[src/rtl/gpu_pkg.sv]
// Shared widths, screen defaults and the setup FSM encoding for the
// triangle front end.
package gpu_pkg;
  localparam int SCREEN_W_DEF = 320;
  localparam int SCREEN_H_DEF = 240;

  localparam int X_W       = 9;
  localparam int Y_W       = 8;
  localparam int Z_W       = 16;
  localparam int COL_W     = 8;
  localparam int INV_W     = 32;
  localparam int COEF_W    = 10;
  localparam int PROD_W    = X_W + Y_W;
  localparam int CONST_W   = PROD_W + 1;
  localparam int AREA_W    = 21;
  localparam int NUM_EDGES = 3;

  typedef enum logic [3:0] {
    IDLE, EDGE, CEQ, AREA_MUL, AREA, ORIENT, START, WAIT_R, DONE
  } setup_state_e;
endpackage

[src/rtl/edge_coeff.sv]
// One edge equation a*x + b*y + c for the directed edge vj->vk; the two
// cross products are registered so c lands one cycle after a and b.
module edge_coeff
  import gpu_pkg::*;
(
  input  logic                      clk,
  input  logic                      rst,
  input  logic                      load,
  input  logic                      calc,
  input  logic                      flip,
  input  logic [X_W-1:0]            xj,
  input  logic [Y_W-1:0]            yj,
  input  logic [X_W-1:0]            xk,
  input  logic [Y_W-1:0]            yk,
  output logic signed [COEF_W-1:0]  a,
  output logic signed [COEF_W-1:0]  b,
  output logic signed [CONST_W-1:0] c
);
  logic [PROD_W-1:0] p_jk, p_kj;

  always_ff @(posedge clk or negedge rst) begin
    if (!rst) begin
      a    <= '0;
      b    <= '0;
      c    <= '0;
      p_jk <= '0;
      p_kj <= '0;
    end else if (load) begin
      a    <= $signed({{(COEF_W-Y_W){1'b0}}, yj}) - $signed({{(COEF_W-Y_W){1'b0}}, yk});
      b    <= $signed({{(COEF_W-X_W){1'b0}}, xk}) - $signed({{(COEF_W-X_W){1'b0}}, xj});
      p_jk <= {{Y_W{1'b0}}, xj} * {{X_W{1'b0}}, yk};
      p_kj <= {{Y_W{1'b0}}, xk} * {{X_W{1'b0}}, yj};
    end else if (calc) begin
      c <= $signed({1'b0, p_jk}) - $signed({1'b0, p_kj});
    end else if (flip) begin
      a <= -a;
      b <= -b;
      c <= -c;
    end
  end
endmodule

[src/rtl/triangle_setup.sv]
// Triangle setup: captures a screen-space triangle, derives its edge
// equations, clipped bounding box and winding, then hands it to the rasterizer.
module triangle_setup
  import gpu_pkg::*;
#(
  parameter int SCREEN_W      = SCREEN_W_DEF,
  parameter int SCREEN_H      = SCREEN_H_DEF,
  parameter int CULL_BACKFACE = 0
) (
  input  logic                      clk,
  input  logic                      rst,
  input  logic                      tri_valid,
  output logic                      tri_ready,
  input  logic [X_W-1:0]            vx1, vx2, vx3,
  input  logic [Y_W-1:0]            vy1, vy2, vy3,
  input  logic [Z_W-1:0]            vz1, vz2, vz3,
  input  logic [COL_W-1:0]          color_in,
  input  logic [INV_W-1:0]          inv_area_in,
  output logic signed [COEF_W-1:0]  a1, b1, a2, b2, a3, b3,
  output logic signed [CONST_W-1:0] c1, c2, c3,
  output logic [X_W-1:0]            bbxi, bbxf,
  output logic [Y_W-1:0]            bbyi, bbyf,
  output logic [Z_W-1:0]            z1, z2, z3,
  output logic [COL_W-1:0]          color,
  output logic [INV_W-1:0]          inv_area,
  output logic                      rasterizer_start,
  input  logic                      rasterizer_done,
  output logic                      setup_done,
  output logic                      culled
);
  localparam logic [X_W-1:0] X_LIM = X_W'(SCREEN_W - 1);
  localparam logic [Y_W-1:0] Y_LIM = Y_W'(SCREEN_H - 1);

  setup_state_e state;
  logic [NUM_EDGES-1:0][X_W-1:0]     vx;
  logic [NUM_EDGES-1:0][Y_W-1:0]     vy;
  logic [NUM_EDGES-1:0][COEF_W-1:0]  ea, eb;
  logic [NUM_EDGES-1:0][CONST_W-1:0] ec;
  logic signed [AREA_W-1:0]          m_x, m_y, area2, c_ext;
  logic [X_W-1:0] xmin, xmax, xmax_c;
  logic [Y_W-1:0] ymin, ymax, ymax_c;
  logic bb_cull, area_pos, area_neg, rasterize, edge_flip;

  // Edge i is the edge opposite vertex i.
  for (genvar i = 0; i < NUM_EDGES; i++) begin : g_edge
    localparam int J = (i + 1) % NUM_EDGES;
    localparam int K = (i + 2) % NUM_EDGES;
    edge_coeff u_edge (
      .clk  (clk),
      .rst  (rst),
      .load (state == EDGE),
      .calc (state == CEQ),
      .flip (edge_flip),
      .xj   (vx[J]),
      .yj   (vy[J]),
      .xk   (vx[K]),
      .yk   (vy[K]),
      .a    (ea[i]),
      .b    (eb[i]),
      .c    (ec[i])
    );
  end

  assign a1 = ea[0]; assign b1 = eb[0]; assign c1 = ec[0];
  assign a2 = ea[1]; assign b2 = eb[1]; assign c2 = ec[1];
  assign a3 = ea[2]; assign b3 = eb[2]; assign c3 = ec[2];

  always_comb begin
    xmin = vx[0];
    xmax = vx[0];
    ymin = vy[0];
    ymax = vy[0];
    for (int i = 1; i < NUM_EDGES; i++) begin
      if (vx[i] < xmin) xmin = vx[i];
      if (vx[i] > xmax) xmax = vx[i];
      if (vy[i] < ymin) ymin = vy[i];
      if (vy[i] > ymax) ymax = vy[i];
    end
    xmax_c = (xmax > X_LIM) ? X_LIM : xmax;
    ymax_c = (ymax > Y_LIM) ? Y_LIM : ymax;
  end

  assign c_ext     = {{(AREA_W-CONST_W){ec[0][CONST_W-1]}}, ec[0]};
  assign area_neg  = area2[AREA_W-1];
  assign area_pos  = !area_neg && (area2 != '0);
  assign rasterize = !bb_cull && (area_pos || (area_neg && (CULL_BACKFACE == 0)));
  // Clockwise triangles are rewound in place so the rasterizer only sees one winding.
  assign edge_flip = (state == ORIENT) && !bb_cull && area_neg && (CULL_BACKFACE == 0);

  always_ff @(posedge clk or negedge rst) begin
    if (!rst) begin
      state            <= IDLE;
      tri_ready        <= 1'b0;
      vx               <= '0;
      vy               <= '0;
      z1               <= '0;
      z2               <= '0;
      z3               <= '0;
      color            <= '0;
      inv_area         <= '0;
      bbxi             <= '0;
      bbxf             <= '0;
      bbyi             <= '0;
      bbyf             <= '0;
      bb_cull          <= 1'b0;
      m_x              <= '0;
      m_y              <= '0;
      area2            <= '0;
      rasterizer_start <= 1'b0;
      setup_done       <= 1'b0;
      culled           <= 1'b0;
    end else begin
      rasterizer_start <= 1'b0;
      setup_done       <= 1'b0;
      case (state)
        IDLE: begin
          tri_ready <= 1'b1;
          if (tri_valid && tri_ready) begin
            vx        <= {vx3, vx2, vx1};
            vy        <= {vy3, vy2, vy1};
            z1        <= vz1;
            z2        <= vz2;
            z3        <= vz3;
            color     <= color_in;
            inv_area  <= inv_area_in;
            culled    <= 1'b0;
            tri_ready <= 1'b0;
            state     <= EDGE;
          end
        end
        EDGE: state <= CEQ;
        CEQ: begin
          bbxi    <= xmin;
          bbxf    <= xmax_c;
          bbyi    <= ymin;
          bbyf    <= ymax_c;
          bb_cull <= (xmin > xmax_c) || (ymin > ymax_c);
          state   <= AREA_MUL;
        end
        AREA_MUL: begin
          m_x   <= $signed({{(AREA_W-COEF_W){ea[0][COEF_W-1]}}, ea[0]})
                 * $signed({{(AREA_W-X_W){1'b0}}, vx[0]});
          m_y   <= $signed({{(AREA_W-COEF_W){eb[0][COEF_W-1]}}, eb[0]})
                 * $signed({{(AREA_W-Y_W){1'b0}}, vy[0]});
          state <= AREA;
        end
        AREA: begin
          area2 <= m_x + m_y + c_ext;
          state <= ORIENT;
        end
        ORIENT: begin
          if (rasterize) state <= START;
          else begin
            culled <= 1'b1;
            state  <= DONE;
          end
        end
        START: begin
          rasterizer_start <= 1'b1;
          state            <= WAIT_R;
        end
        WAIT_R: if (rasterizer_done) state <= DONE;
        DONE: begin
          setup_done <= 1'b1;
          tri_ready  <= 1'b1;
          state      <= IDLE;
        end
        default: state <= IDLE;
      endcase
    end
  end
endmodule

[config.mk]
export PLATFORM = sky130hd
export DESIGN_NAME = triangle_setup
export DESIGN_NICKNAME = d
export VERILOG_FILES = /design/src/rtl/gpu_pkg.sv /design/src/rtl/edge_coeff.sv /design/src/rtl/triangle_setup.sv
export SDC_FILE = /design/constraint.sdc
export NUM_CORES = 2
export LEC_CHECK = 0
export ABC_AREA = 1
export BUFFER_PORTS_ARGS = -buffer_cell sky130_fd_sc_hd__buf_2
export CAP_MARGIN = 20
export CORE_MARGIN = 2
export CORE_UTILIZATION = 35
export DETAILED_ROUTE_END_ITERATION = 7
export SLEW_MARGIN = 20
export SYNTH_ARGS = -nofsm -noshare
export SYNTH_HDL_FRONTEND = slang
export SYNTH_SLANG_ARGS = --single-unit
export TNS_END_PERCENT = 20
[constraint.sdc]
create_clock -name clk -period 5.84 [get_ports clk]
set_input_delay 0.584 -clock clk [delete_from_list [all_inputs] [get_ports clk]]
set_output_delay 0.584 -clock clk [all_outputs]
set_load 0.005 [all_outputs]
---- Yosys cells after proc, flatten, opt, wreduce, memory -nomap -nowiden ----
Cells that the tools add are included.
storage, ports and cells
  output and inout bits ................... 240
  input port bits ......................... 143
  register bits ........................... 461
cells by class
  add/subtract/negate cells ............... 20
  mux-type cells .......................... 45
  multiply operators ...................... 8
  $lt $le $gt $ge ......................... 12
  bitwise gates (word level) .............. 1
  equal/unequal tests ..................... 12
  reduce and logical (&&, ||, !) cells .... 20
operators with widths
  kind                                                              number
  10-bit 2-to-1 mux                                                 18
  18-bit 2-to-1 mux                                                 6
  9-bit by 8-bit multiplier with 17-bit output                      6
  10-bit negator                                                    6
  18-bit negator                                                    3
  17-bit by 17-bit subtractor with 18-bit output                    3
  9-bit 2-to-1 mux                                                  5
  8-bit 2-to-1 mux                                                  5
  4-bit case mux with 8 select lines                                1
  9-bit by 9-bit subtractor with 10-bit output                      3
  9-bit > comparator                                                3
  8-bit by 8-bit subtractor with 9-bit output                       3
  8-bit > comparator                                                3
  21-bit by 18-bit adder with 21-bit output                         1
  21-bit adder                                                      1
  21-bit nonzero test                                               1
  10-bit by 10-bit multiplier with 20-bit output                    1
  10-bit by 9-bit multiplier with 19-bit output                     1
  9-bit less-than comparator                                        2
  4-bit by 3-bit == test with 1-bit output (second input constant)  4
  8-bit less-than comparator                                        2
  4-bit 2-to-1 mux                                                  3
  9-bit > comparator (second input constant)                        1
  4-bit by 2-bit == test with 1-bit output (second input constant)  2
  15 further kinds                                                  34

---- Longest topological paths before layout ----
  depth in word-level cells ............... 8
  depth in mapped cells ................... 33
  gate-level depth less buffers ........... 30

---- By module ----
A second synthesis with hierarchy kept.
second synthesis, totals
  cells, all modules ...................... 7,037
  area total of the unflattened synthesis .. 51,633.3 um^2
by module, submodules not included
  module                              area an instance (um^2)  cells each  sequential area each (um^2)  times used
  edge_coeff at g_edge[0].u_edge ...  10,617.7                 1,592       1,801.7                      2
  triangle_setup                      19,723.9                 2,250       6,055.8                      1
  edge_coeff at g_edge[2].u_edge      10,674.0                 1,603       1,801.7                      1

---- Worst setup path before layout ----
No wires, ideal clock.
  path kind ............................... register to register
  from .................................... register vx[2] (netlist bit)
  to ...................................... register m_x[19]
  arrival time ............................ 4.965 ns
  buffers on the path ..................... 2
  slack ................................... 0.741 ns
  required time ........................... 5.705 ns
  library setup time ...................... 0.135 ns
  cell stages (with the launch flop) ...... 19
  clock period less this slack ............ 5.099 ns
  cells stage by stage .................... dfrtp_1 -> clkbuf_1 -> clkbuf_1 -> nand2_1 -> inv_1 -> fa_1 -> fa_1 -> inv_1 -> fa_1 -> fa_1 -> inv_1 -> fa_1 -> ha_1 -> inv_1 -> nor3_1 -> nand2_1 -> o311ai_0 -> xnor2_1 -> o21ai_0
between the ends
  longest elaborated chain between the ends .. 1
RTL lines
  item                                            RTL line               source
  from (decl)                                     triangle_setup.sv:35   logic [NUM_EDGES-1:0][X_W-1:0] vx;
  from (signal assigned)                          triangle_setup.sv:119  vx <= {vx3, vx2, vx1};
  10-bit by 10-bit multiplier with 20-bit output  triangle_setup.sv:142  * $signed({{(AREA_W-X_W){1'b0}}, vx[0]});
  to (signal assigned)                            triangle_setup.sv:141  m_x <= $signed({{(AREA_W-COEF_W){ea[0][COEF_W-1]}}, ea[0]})
  to (decl)                                       triangle_setup.sv:39   logic signed [AREA_W-1:0] m_x, m_y, area2, c_ext;
No other way between the ends.
A chain may end at the register's enable or synchronous reset.

---- Worst setup path in the final report ----
  from .................................... register vx[1] (netlist bit)
  to ...................................... register m_x[19]
The elaborated chain is that of the path after synthesis.

==> flow_summary.toml <==
[critical_path]
path_class = "register to register"
cp_max_fo = 5
crit_required_ns = 6.36
reg2reg_slack_ns = 0.52
worstSetupEndpointType = "register"
reg2reg_depth = 16
cp_data_arrival_time_ns = 5.85
startpoint_type = "register"

[place]
dp_hpwl_um = 114000
numPortBuffers = 382
globalplace.congestion = 0.9358
post-place-ws_ns = 0.2075

[route]
routed_wl_um = 146800
first_iter_violations = 2849
viasPerCell = 4.960
dr.pass1.iters = 5
route.vias.total = 40770
ant_nets = 0
route.detailed.drc = 0
wl_per_cell_um = 17.86

[timing]
slew_headroom_pct = 28.73
period_needed_ns = 5.325
rsz0062_at_grt = "false"
post-route-period-util_pct = 91.18
skew_ns = 0.03086
worst_slack_ns = 0.5153
final_hold_viol_count = 0
tightest_slew_ns = 1.068
finalSetupViolations = 0
fmax_ghz = 0.1878
maxSlewViolCount = 0
tns_ns = 0

[flow_run]
cap_violations = 0

[global_route]
grt_pass1_vias = 40560
grt_max_degree = 143
grt-ovfl-total = 0
grt_pass1_wl_um = 232500
antenna_found_initial = 4
gr-usage-all-layers_pct = 21.01

[cells_and_area]
drive_above_1_share_pct = 11.79
finish.net_count = 7446
areaGrowthSynthToFinish_pct = 12.81
diodes = 0

[die]
die_w_um = 373.1
start_util_pct = 35.25
ios = 383
core_um2 = 135300
fp-row-count = 135
die_area_um2 = 139200
fp.dieH_um = 373.1

[synthesis]
syn_nets = 7167
netlist_area_um2 = 47690
synth_cells = 6112
avgSynthCellArea_um2 = 7.802
synth_cell_type_count = 57
async_reset_ff_share_pct = 100.0
synth-edff-count = 0
ys_warn_count = 0
ys_ff_latch = 458
dominantRegCellSynth = "dfrtp_1"
yosysSeqAreaShare_pct = 24.03

[cts]
cts_tree = "built"
cts_made_buffers = 55
clk_latency_ns = 0.69
cts_buffer_depth = 3
cts.sinks = 458
clkTransAtPathRegs_ns = 0.06
h-tree-depth = 2
clockRootBuffer = "clkbuf_16"

[min_path]
min_path_type = "input pin to register"
min_path_cells = 3

[outcome]
run_status = "finished, final reports clean"
[metrics by stage]
step                      hold WS [ns]  cells  cell area, µm²  util [%]
after global placement          0.4609   8111           51610     38.15
after detailed placement        0.4604   8111           51610     38.15
final                           0.1231   8219           53800     39.76
after floorplan                 0.2884   6112           47690         -
after global routing            0.1128   8219           53800     39.76
after CTS                      0.08521   8216           53760     39.74
[layout by cell type, fill, tap and decap left out, drive strengths merged, types with 29 or more instances in the layout]
cell type / Yosys / layout
mux2: 88 / 88
fa: 428 / 428
ha: 484 / 484
dfrtp: 458 / 458
nand4: 33 / 33
a31oi: 84 / 84
xnor2: 49 / 49
nand2: 1479 / 1479
or2: 40 / 40
buf: 76 / 474
a21oi: 324 / 324
nor3: 29 / 29
inv: 1192 / 1198
xor2: 89 / 89
clkbuf: 177 / 67
o21ai: 448 / 448
nor2: 271 / 271
nand3: 184 / 184
[timing repair]
item	4_1_cts	5_1_grt
resized for setup	0	6
setup endpoints to repair	0	1
hold buffers	1	0
setup buffers	0	3
hold endpoints to repair	90	0
[layer usage]
| layer | vias up | global-route usage, % | share of wire [%] |
|---|---|---|---|
| li1 | 19732 | - | - |
| met1 | 19561 | 29.48 | 46 |
| met2 | 1290 | 33.64 | 44 |
| met3 | 185 | 3.336 | 6.7 |
| met4 | 2 | 5.469 | 2.6 |
| met5 | - | 0 | 0.0089 |
[Yosys cell counts, types with 5 or more instances]
cell type | number | area [µm²]
nand3b_1 | 8 | 60.06
inv_2 | 10 | 37.54
o21ai_0 | 422 | 2112
dfrtp_1 | 458 | 11460
and2_1 | 11 | 68.82
a21oi_1 | 322 | 1612
ha_1 | 484 | 6056
a22oi_1 | 18 | 135.1
a31oi_1 | 84 | 525.5
and2_0 | 5 | 31.28
buf_2 | 28 | 140.1
fa_1 | 428 | 8568
o21bai_1 | 12 | 90.09
o22ai_1 | 11 | 68.82
nor4_1 | 17 | 106.4
xnor2_1 | 49 | 429.2
nand2_2 | 14 | 87.58
o211ai_1 | 18 | 135.1
nand3_1 | 180 | 900.9
clkbuf_1 | 177 | 664.4
xor2_1 | 89 | 779.5
mux2_2 | 88 | 991.0
or2_2 | 39 | 244.0
nand4_1 | 33 | 206.5
o31ai_1 | 20 | 150.1
buf_1 | 45 | 168.9
nor2_1 | 268 | 1006
o2111ai_1 | 9 | 78.83
inv_1 | 1182 | 4437
nor3_1 | 28 | 140.1
o21ai_2 | 8 | 70.07
nand2_1 | 1462 | 5488
a21o_1 | 17 | 127.6
o21a_1 | 14 | 105.1
o21ai_1 | 18 | 90.09
[layout make-up]
class                           count  area, µm²
Clock inverter                     37      629.4
Inverter                         1194       4484
Timing Repair Buffer              475       2698
Multi-Input combinational cell   4207      30780
Clock buffer                       67       1513
Tap cell                         1781       2228
Fill cell                       13836      81500
Sequential cell                   458      11470
[critical path: stages, from the launching register on]
cell and delay, ns:
dfrtp_1 0.54, nand2_1 0.17, inv_1 0.10, fa_1 0.74, fa_1 0.51, inv_1 0.17
fa_1 0.47, fa_1 0.52, inv_1 0.05, fa_1 0.46, ha_1 0.34, inv_1 0.08
nor3_1 0.32, nand2_1 0.08, o311ai_0 0.35, xnor2_1 0.16, o21ai_0 0.08
[cells by family (layout without fill, tap and decap cells)]
kind of cell / count (synthesis) / after routing / share of synthesized area, %
AO/OA/AOI/OAI: 988 / 988 / 11.39
XOR/XNOR: 138 / 138 / 2.535
multiplexers: 88 / 88 / 2.078
adder cells (fa/ha/maj): 912 / 912 / 30.67
buffers and inverters: 1447 / 1773 / 11.49
AND/OR/NAND/NOR: 2081 / 2081 / 17.80
flip-flops: 458 / 458 / 24.03
[registers in the layout (all words and copies together) (netlist names), 4 cells and up]
name and flops:
g_edge.u_edge.b 30, bbyf 8, bbyi 8, bbxf 9, bbxi 9, state 4, vy 24, z2 16
g_edge.u_edge.a 30, color 8, z3 16, g_edge.u_edge.p_jk 51, inv_area 32, area2 21, m_y 19, g_edge.u_edge.c 54
vx 27, g_edge.u_edge.p_kj 51, m_x 20, z1 16
[final timing paths]
| check | to | startpoint |
|---|---|---|
| min in group asynchronous | g_edge[2].u_edge.c[15] | rst |
| max reg2reg | m_x[19] | vx[1] |
| max | m_x[19] | vx[1] |
| min reg2reg | bbxi[1] | bbxi[1] |
| max in group asynchronous | g_edge[0].u_edge.a[9] | rst |
| min | vy[9] | vy2[1] |
Power is not shown: default switching activity piles up to over one toggle a cycle in this logic, so the estimate is an artifact.
